--- src/rtl/uart_frame_packer_pkg.sv ---
// Shared types and defaults for the UART frame packer: FSM state encoding and sync bytes.
package uart_frame_packer_pkg;

    typedef enum logic [2:0] {
        ST_IDLE,
        ST_HDR0,
        ST_HDR1,
        ST_LEN,
        ST_PAY_HI,
        ST_PAY_LO,
        ST_CSUM
    } state_t;

    localparam logic [7:0] DEF_HDR0 = 8'hA5;
    localparam logic [7:0] DEF_HDR1 = 8'h5A;

    function automatic logic [7:0] csum_step(input logic [7:0] acc, input logic [7:0] data);
        return acc ^ data;
    endfunction

endpackage

--- src/rtl/uart_frame_packer_if.sv ---
// Sample input and TX byte handshake bundle between the environment (master) and the packer (slave).
interface uart_frame_packer_if;
    logic [15:0] sample;
    logic        sample_valid;
    logic        sample_ready;
    logic [7:0]  tx_data;
    logic        tx_valid;
    logic        tx_ready;

    modport master (
        output sample, sample_valid, tx_ready,
        input  sample_ready, tx_data, tx_valid
    );

    modport slave (
        input  sample, sample_valid, tx_ready,
        output sample_ready, tx_data, tx_valid
    );
endinterface

--- src/rtl/uart_frame_packer_sync_fifo.sv ---
// Synchronous first-word-fall-through FIFO; writes while full and reads while empty are ignored.
module uart_frame_packer_sync_fifo
    import uart_frame_packer_pkg::*;
#(
    parameter int WIDTH = 16,
    parameter int DEPTH = 32,
    localparam int AW   = $clog2(DEPTH)
) (
    input  logic             clk,
    input  logic             reset,
    input  logic             wr_en,
    input  logic             rd_en,
    input  logic [WIDTH-1:0] din,
    output logic [WIDTH-1:0] dout,
    output logic             full,
    output logic             empty,
    output logic [AW:0]      count
);

    logic [WIDTH-1:0] mem [DEPTH];
    logic [AW-1:0]    wr_ptr;
    logic [AW-1:0]    rd_ptr;
    logic             do_wr;
    logic             do_rd;

    assign full  = (count == (AW+1)'(DEPTH));
    assign empty = (count == '0);
    assign do_wr = wr_en && !full;
    assign do_rd = rd_en && !empty;
    assign dout  = mem[rd_ptr];

    always_ff @(posedge clk) begin
        if (reset) begin
            wr_ptr <= '0;
            rd_ptr <= '0;
            count  <= '0;
        end else begin
            if (do_wr) wr_ptr <= wr_ptr + 1'b1;
            if (do_rd) rd_ptr <= rd_ptr + 1'b1;
            case ({do_wr, do_rd})
                2'b10:   count <= count + 1'b1;
                2'b01:   count <= count - 1'b1;
                default: count <= count;
            endcase
        end
    end

    // Storage is not reset; pointers alone define validity.
    always_ff @(posedge clk) begin
        if (do_wr) mem[wr_ptr] <= din;
    end

endmodule

--- src/rtl/uart_frame_packer.sv ---
// Buffers 16-bit samples and emits framed bytes: HDR0, HDR1, LEN, payload (MSB first), XOR checksum.
module uart_frame_packer
    import uart_frame_packer_pkg::*;
#(
    parameter int         FRAME_LEN  = 8,
    parameter int         FIFO_DEPTH = 32,
    parameter logic [7:0] HDR0       = DEF_HDR0,
    parameter logic [7:0] HDR1       = DEF_HDR1
) (
    input  logic                clk,
    input  logic                reset,
    uart_frame_packer_if.slave  bus,
    output logic                busy,
    output logic                overflow
);

    localparam int              CW        = $clog2(FIFO_DEPTH) + 1;
    localparam logic [7:0]      LEN_BYTE  = 8'(FRAME_LEN);
    localparam logic [CW-1:0]   FRAME_CNT = CW'(FRAME_LEN);

    state_t        state;
    state_t        state_nxt;
    logic [15:0]   fifo_head;
    logic          fifo_full;
    logic          fifo_empty;
    logic [CW-1:0] fifo_count;
    logic [7:0]    csum;
    logic [7:0]    samples_sent;
    logic [7:0]    samples_inc;
    logic          ack;
    logic          pop;

    uart_frame_packer_sync_fifo #(
        .WIDTH (16),
        .DEPTH (FIFO_DEPTH)
    ) u_fifo (
        .clk   (clk),
        .reset (reset),
        .wr_en (bus.sample_valid),
        .rd_en (pop),
        .din   (bus.sample),
        .dout  (fifo_head),
        .full  (fifo_full),
        .empty (fifo_empty),
        .count (fifo_count)
    );

    assign bus.sample_ready = !fifo_full;
    assign ack              = bus.tx_valid && bus.tx_ready;
    assign pop              = ack && (state == ST_PAY_LO) && !fifo_empty;
    assign samples_inc      = samples_sent + 8'd1;

    always_ff @(posedge clk) begin
        if (reset) state <= ST_IDLE;
        else       state <= state_nxt;
    end

    always_comb begin
        state_nxt = state;
        case (state)
            ST_IDLE:   if (fifo_count >= FRAME_CNT) state_nxt = ST_HDR0;
            ST_HDR0:   if (ack) state_nxt = ST_HDR1;
            ST_HDR1:   if (ack) state_nxt = ST_LEN;
            ST_LEN:    if (ack) state_nxt = ST_PAY_HI;
            ST_PAY_HI: if (ack) state_nxt = ST_PAY_LO;
            ST_PAY_LO: if (ack) state_nxt = (samples_inc == LEN_BYTE) ? ST_CSUM : ST_PAY_HI;
            ST_CSUM:   if (ack) state_nxt = ST_IDLE;
            default:   state_nxt = ST_IDLE;
        endcase
    end

    always_comb begin
        bus.tx_valid = 1'b1;
        bus.tx_data  = 8'h00;
        case (state)
            ST_HDR0:   bus.tx_data = HDR0;
            ST_HDR1:   bus.tx_data = HDR1;
            ST_LEN:    bus.tx_data = LEN_BYTE;
            ST_PAY_HI: bus.tx_data = fifo_head[15:8];
            ST_PAY_LO: bus.tx_data = fifo_head[7:0];
            ST_CSUM:   bus.tx_data = csum;
            default:   bus.tx_valid = 1'b0;
        endcase
        busy = (state != ST_IDLE);
    end

    // Headers are acknowledged but never folded into the checksum.
    always_ff @(posedge clk) begin
        if (reset || state == ST_IDLE) begin
            csum         <= 8'h00;
            samples_sent <= 8'h00;
        end else begin
            if (ack && (state == ST_LEN || state == ST_PAY_HI || state == ST_PAY_LO))
                csum <= csum_step(csum, bus.tx_data);
            if (pop) samples_sent <= samples_inc;
        end
    end

    always_ff @(posedge clk) begin
        if (reset)                                          overflow <= 1'b0;
        else if (bus.sample_valid && !bus.sample_ready)     overflow <= 1'b1;
    end

endmodule

--- src/flat_wrapper.sv ---
// flat-port wrapper written by rule: the top's interface ports become plain ports
module uart_frame_packer_flat import uart_frame_packer_pkg::*;
#(
    parameter int         FRAME_LEN  = 8,
    parameter int         FIFO_DEPTH = 32,
    parameter logic [7:0] HDR0       = DEF_HDR0,
    parameter logic [7:0] HDR1       = DEF_HDR1
)
  (clk, reset, busy, overflow, bus_sample, bus_sample_valid, bus_tx_ready, bus_sample_ready, bus_tx_data, bus_tx_valid);
  uart_frame_packer_if bus_i ();
  input  logic clk;
  input  logic reset;
  output logic busy;
  output logic overflow;
  input wire logic [$bits(bus_i.sample)-1:0] bus_sample;
  input wire logic [$bits(bus_i.sample_valid)-1:0] bus_sample_valid;
  input wire logic [$bits(bus_i.tx_ready)-1:0] bus_tx_ready;
  output wire logic [$bits(bus_i.sample_ready)-1:0] bus_sample_ready;
  output wire logic [$bits(bus_i.tx_data)-1:0] bus_tx_data;
  output wire logic [$bits(bus_i.tx_valid)-1:0] bus_tx_valid;
  assign bus_i.sample = bus_sample;
  assign bus_i.sample_valid = bus_sample_valid;
  assign bus_i.tx_ready = bus_tx_ready;
  assign bus_sample_ready = bus_i.sample_ready;
  assign bus_tx_data = bus_i.tx_data;
  assign bus_tx_valid = bus_i.tx_valid;
  uart_frame_packer #(.FRAME_LEN(FRAME_LEN), .FIFO_DEPTH(FIFO_DEPTH), .HDR0(HDR0), .HDR1(HDR1)) u_core (.clk(clk), .reset(reset), .bus(bus_i), .busy(busy), .overflow(overflow));
endmodule
--- config.mk ---
export PLATFORM = sky130hd
export DESIGN_NAME = uart_frame_packer_flat
export DESIGN_NICKNAME = d
export VERILOG_FILES = /design/src/rtl/uart_frame_packer_pkg.sv /design/src/rtl/uart_frame_packer_if.sv /design/src/rtl/uart_frame_packer_sync_fifo.sv /design/src/rtl/uart_frame_packer.sv /design/src/flat_wrapper.sv
export SDC_FILE = /design/constraint.sdc
export NUM_CORES = 1
export LEC_CHECK = 0
export CORE_ASPECT_RATIO = 0.6
export CORE_MARGIN = 5
export CORE_UTILIZATION = 40
export CTS_BUF_LIST = sky130_fd_sc_hd__clkbuf_16
export CTS_CLUSTER_SIZE = 28
export DETAILED_ROUTE_END_ITERATION = 8
export PLACE_DENSITY = 0.66
export SLEW_MARGIN = 10
export SYNTH_ARGS = -nofsm -noshare
export SYNTH_HDL_FRONTEND = slang
export SYNTH_SLANG_ARGS = --single-unit
--- constraint.sdc ---
create_clock -name clk -period 3.4 [get_ports clk]
set_input_delay 0.68 -clock clk [delete_from_list [all_inputs] [get_ports clk]]
set_output_delay 0.68 -clock clk [all_outputs]
set_load 0.005 [all_outputs]
==> insert_results.sql <==
INSERT INTO impl_metrics (metric_group, metric, value, unit) VALUES
('die', 'placementRows', '66', ''),
('critical_path', 'critical-path-top-cell-by-count', 'sky130_fd_sc_hd__buf_12', ''),
('grt', 'antenna_found_initial', '1', ''),
('critical_path', 'crit_path_end_kind', 'output port', ''),
('yosys', 'synth_commonest_cells', 'sky130_fd_sc_hd__edfxtp_1 (512), sky130_fd_sc_hd__mux2i_1 (90), sky130_fd_sc_hd__mux4_2 (81), sky130_fd_sc_hd__nor2_1 (79), sky130_fd_sc_hd__a22oi_1 (44)', ''),
('placed_design', 'dp_cells', '2008', ''),
('die', 'top_level_ports', '32', ''),
('clocking', 'tritoncts.num_buffers', '47', ''),
('critical_path', 'timing.reg2reg.setup_slack', '0.60', 'ns'),
('timing', 'finalSetupViolCount', '8', ''),
('drt', 'vias', '12200', ''),
('die', 'design.die.area', '60300', 'µm²'),
('finish', 'drive_above_1_share', '31.0', '%'),
('timing', 'timing.slew.headroom', '18.7', '%'),
('grt', 'grt.total_usage', '18.4', '%'),
('worst_hold_path', 'worst_hold_path_depth', '2', ''),
('drt', 'route.detailed.drc', '0', ''),
('yosys', 'synth_area_leader_cell', 'sky130_fd_sc_hd__edfxtp_1', ''),
('worst_hold_path', 'holdCritStartpoint', 'u_core.overflow', ''),
('finish', 'areaGrowthSynthToFinish', '20.2', '%'),
('die', 'die_w', '314', 'µm'),
('die', 'die_y', '192', 'µm'),
('timing', 'setup_slack', '-0.239', 'ns'),
('drt', 'wl_per_cell', '26.4', 'µm'),
('critical_path', 'crit_path_max_incr_delay', '0.51', 'ns'),
('yosys', 'most_numerous_cell_in_the_yosys_netlist', 'sky130_fd_sc_hd__edfxtp_1', ''),
('power_and_ir_drop', 'ir_drop', '0.391', 'mV'),
('worst_hold_path', 'min_path_type', 'reg2reg', ''),
('timing', 'report.final.slew_viol_count', '0', ''),
('yosys', 'netlist-cell-type-count', '60', ''),
('critical_path', 'setup.worst_path.class', 'reg2out', ''),
('drt', 'drt_iter0_markers', '1714', ''),
('yosys', 'syn-mean-instance-area', '18.7', 'µm²'),
('placed_design', 'finalWeightedCongestion', '0.830', ''),
('clocking', 'maximum_buffer_depth_of_the_clock_tree', '3', ''),
('finish', 'antennaDiodeCount', '0', ''),
('timing', 'worstMarginPinSlew', '1.22', 'ns'),
('grt', 'pin_count_of_the_biggest_net_entering_global_routing', '33', ''),
('status', 'failed_checks', 'negative setup slack', ''),
('critical_path', 'timing.reg2reg.worst_path_depth', '8', ''),
('timing', 'setup_repair_after_global_routing_missed_its_margin', 'true', ''),
('clocking', 'cts.sink_count', '553', ''),
('timing', 'whs', '0.482', 'ns'),
('finish', 'area_taken_by_multi_input_logic_gates', '5800', 'µm²'),
('clocking', 'htreeDepth', '2', ''),
('worst_hold_path', 'timing.hold.worst_endpoint', 'u_core.overflow', ''),
('critical_path', 'crit_path_max_fanout', '4', ''),
('clocking', 'cts_root_buffer', 'sky130_fd_sc_hd__clkbuf_16', ''),
('placed_design', 'io_buffer_count', '31', ''),
('yosys', 'number_of_enable_type_register_cells_in_the_synthesized_netlist', '512', ''),
('yosys', 'seq_area_frac_synth', '73.2', '%'),
('critical_path', 'timing.critical_path.arrival', '2.96', 'ns'),
('timing', 'timing.final.crit_share', '107', '%'),
('timing', 'fin_skew', '0.0154', 'ns'),
('finish', 'nNetsFinal', '1424', ''),
('run', 'max-cap-violations', '0', ''),
('timing', 'min_period', '3.64', 'ns'),
('drt', 'vias_per_cell', '5.70', ''),
('finish', 'layout.cells.non_filler', '2145', ''),
('yosys', 'syn_inst', '1185', ''),
('yosys', 'postSynth.topFlopCell', 'sky130_fd_sc_hd__edfxtp_1', ''),
('clocking', 'clk_transition_reported_paths', '0.07', 'ns'),
('status', 'status', 'finished, violations left', ''),
('yosys', 'asyncSetResetFlopFracSynth', '0', '%'),
('yosys', 'synthesis.yosys.warnings', '0', ''),
('finish', 'seq_area', '16200', 'µm²'),
('clocking', 'clk-insertion-delay-late', '0.57', 'ns'),
('critical_path', 'regToRegEndpoint', 'u_core.csum[3]', ''),
('yosys', 'syn_nets', '1215', ''),
('grt', 'grt_remaining_overflow', '0', ''),
('drt', 'drt-total-wl', '56700', 'µm');
-- report_power, final --
group          switching [mW]  leakage [nW]  total (mW)  internal (mW)
Sequential             0.0179          4.95        7.49           7.47
Clock                    2.38         0.755        5.13           2.75
Combinational           0.309          2.82       0.512          0.203
-- worst reg2reg max path: cells and delay by family, from the launching register on --
family                 cells  cell delay [ns]
multiplexers               3             1.42
AO/OA/AOI/OAI              3             0.54
flip-flops                 1             0.44
buffers and inverters      2             0.31
-- kinds of logic after synthesis --
family | Yosys count | synth area share, %
flip-flops | 553 | 73.2
adder cells (fa/ha/maj) | 10 | 0.565
buffers and inverters | 75 | 2.31
XOR/XNOR | 21 | 0.831
multiplexers | 192 | 14.5
AND/OR/NAND/NOR | 182 | 3.91
AO/OA/AOI/OAI | 152 | 4.68
-- stage by stage --
| step | worst slack [ns] | utilization (%) | cell area, µm² | TNS, ns |
|---|---|---|---|---|
| floorplan | 0.222 | - | 22100 | 0 |
| global placement | -0.163 | 44.4 | 24200 | -0.602 |
| detailed placement | -0.223 | 44.4 | 24200 | -0.746 |
| CTS | -0.275 | 48.4 | 26400 | -1.48 |
| global route | -0.339 | 48.8 | 26600 | -2.03 |
| finish | -0.239 | 48.8 | 26600 | -1.34 |
-- per-layer routing --
layer	vias to the layer above	track usage (%)	share of wire (%)
met2	669	26.3	42
li1	5214	-	-
met4	2	3.16	1.5
met1	6266	28.3	44
met5	-	0	0.023
met3	82	5.50	12
-- worst max path at each step --
stage | from | to | slack, ns | cells after the start
after floorplan | u_core.state[2] | u_core.u_fifo.count[4] | 0.22 | 16
after global placement | register | bus_tx_data[3] | -0.16 | 9
after detailed placement | register | bus_tx_data[3] | -0.22 | 9
after CTS | register | bus_tx_data[1] | -0.27 | 9
after global routing | register | bus_tx_data[0] | -0.34 | 12
final | register | bus_tx_data[0] | -0.24 | 12
-- area by class of cell --
| cell class | count | share of cell area, % |
|---|---|---|
| Sequential cell | 553 | 60.9 |
| Multi-Input combinational cell | 557 | 21.8 |
| Timing Repair Buffer | 223 | 8.42 |
| Clock buffer | 49 | 4.61 |
| Tap cell | 714 | 3.36 |
| Clock inverter | 37 | 0.771 |
| Inverter | 12 | 0.169 |
-- layout by cell type (no fill, tap or decap), types with 12 or more instances in the layout --
master	netlist	final
sky130_fd_sc_hd__buf_6	16	21
sky130_fd_sc_hd__a22oi_1	44	24
sky130_fd_sc_hd__mux4_1	17	14
sky130_fd_sc_hd__buf_4	10	139
sky130_fd_sc_hd__clkdlybuf4s50_1	0	23
sky130_fd_sc_hd__dfxtp_1	41	38
sky130_fd_sc_hd__nor2_2	0	24
sky130_fd_sc_hd__buf_12	3	22
sky130_fd_sc_hd__mux2i_1	90	84
sky130_fd_sc_hd__nand2_1	32	30
sky130_fd_sc_hd__clkinv_1	0	14
sky130_fd_sc_hd__mux4_2	81	84
sky130_fd_sc_hd__inv_1	12	22
sky130_fd_sc_hd__edfxtp_1	512	512
sky130_fd_sc_hd__clkbuf_16	0	51
sky130_fd_sc_hd__nor2_1	79	54
sky130_fd_sc_hd__a22oi_2	1	21
sky130_fd_sc_hd__xor2_1	12	12
sky130_fd_sc_hd__o21ai_0	22	16
sky130_fd_sc_hd__a21oi_1	35	29
-- flip-flops by register name (all words and copies together) (netlist names), named ones only --
| signal | count |
|---|---|
| u_core.state | 3 |
| u_core.samples_sent | 8 |
| u_core.u_fifo.mem | 512 |
| u_core.csum | 8 |
| u_core.u_fifo.rd_ptr | 5 |
| u_core.u_fifo.count | 6 |
| u_core.u_fifo.wr_ptr | 5 |
| u_core.overflow | 1 |
-- what timing repair did --
item,in CTS,in global routing
buffers inserted,38,12
cloned,3,2
pin swaps,38,17
hold buffers,0,0
setup endpoints to repair,8,8
gates resized for setup,122,31
Note: power is estimated with default switching activity, not from simulation.
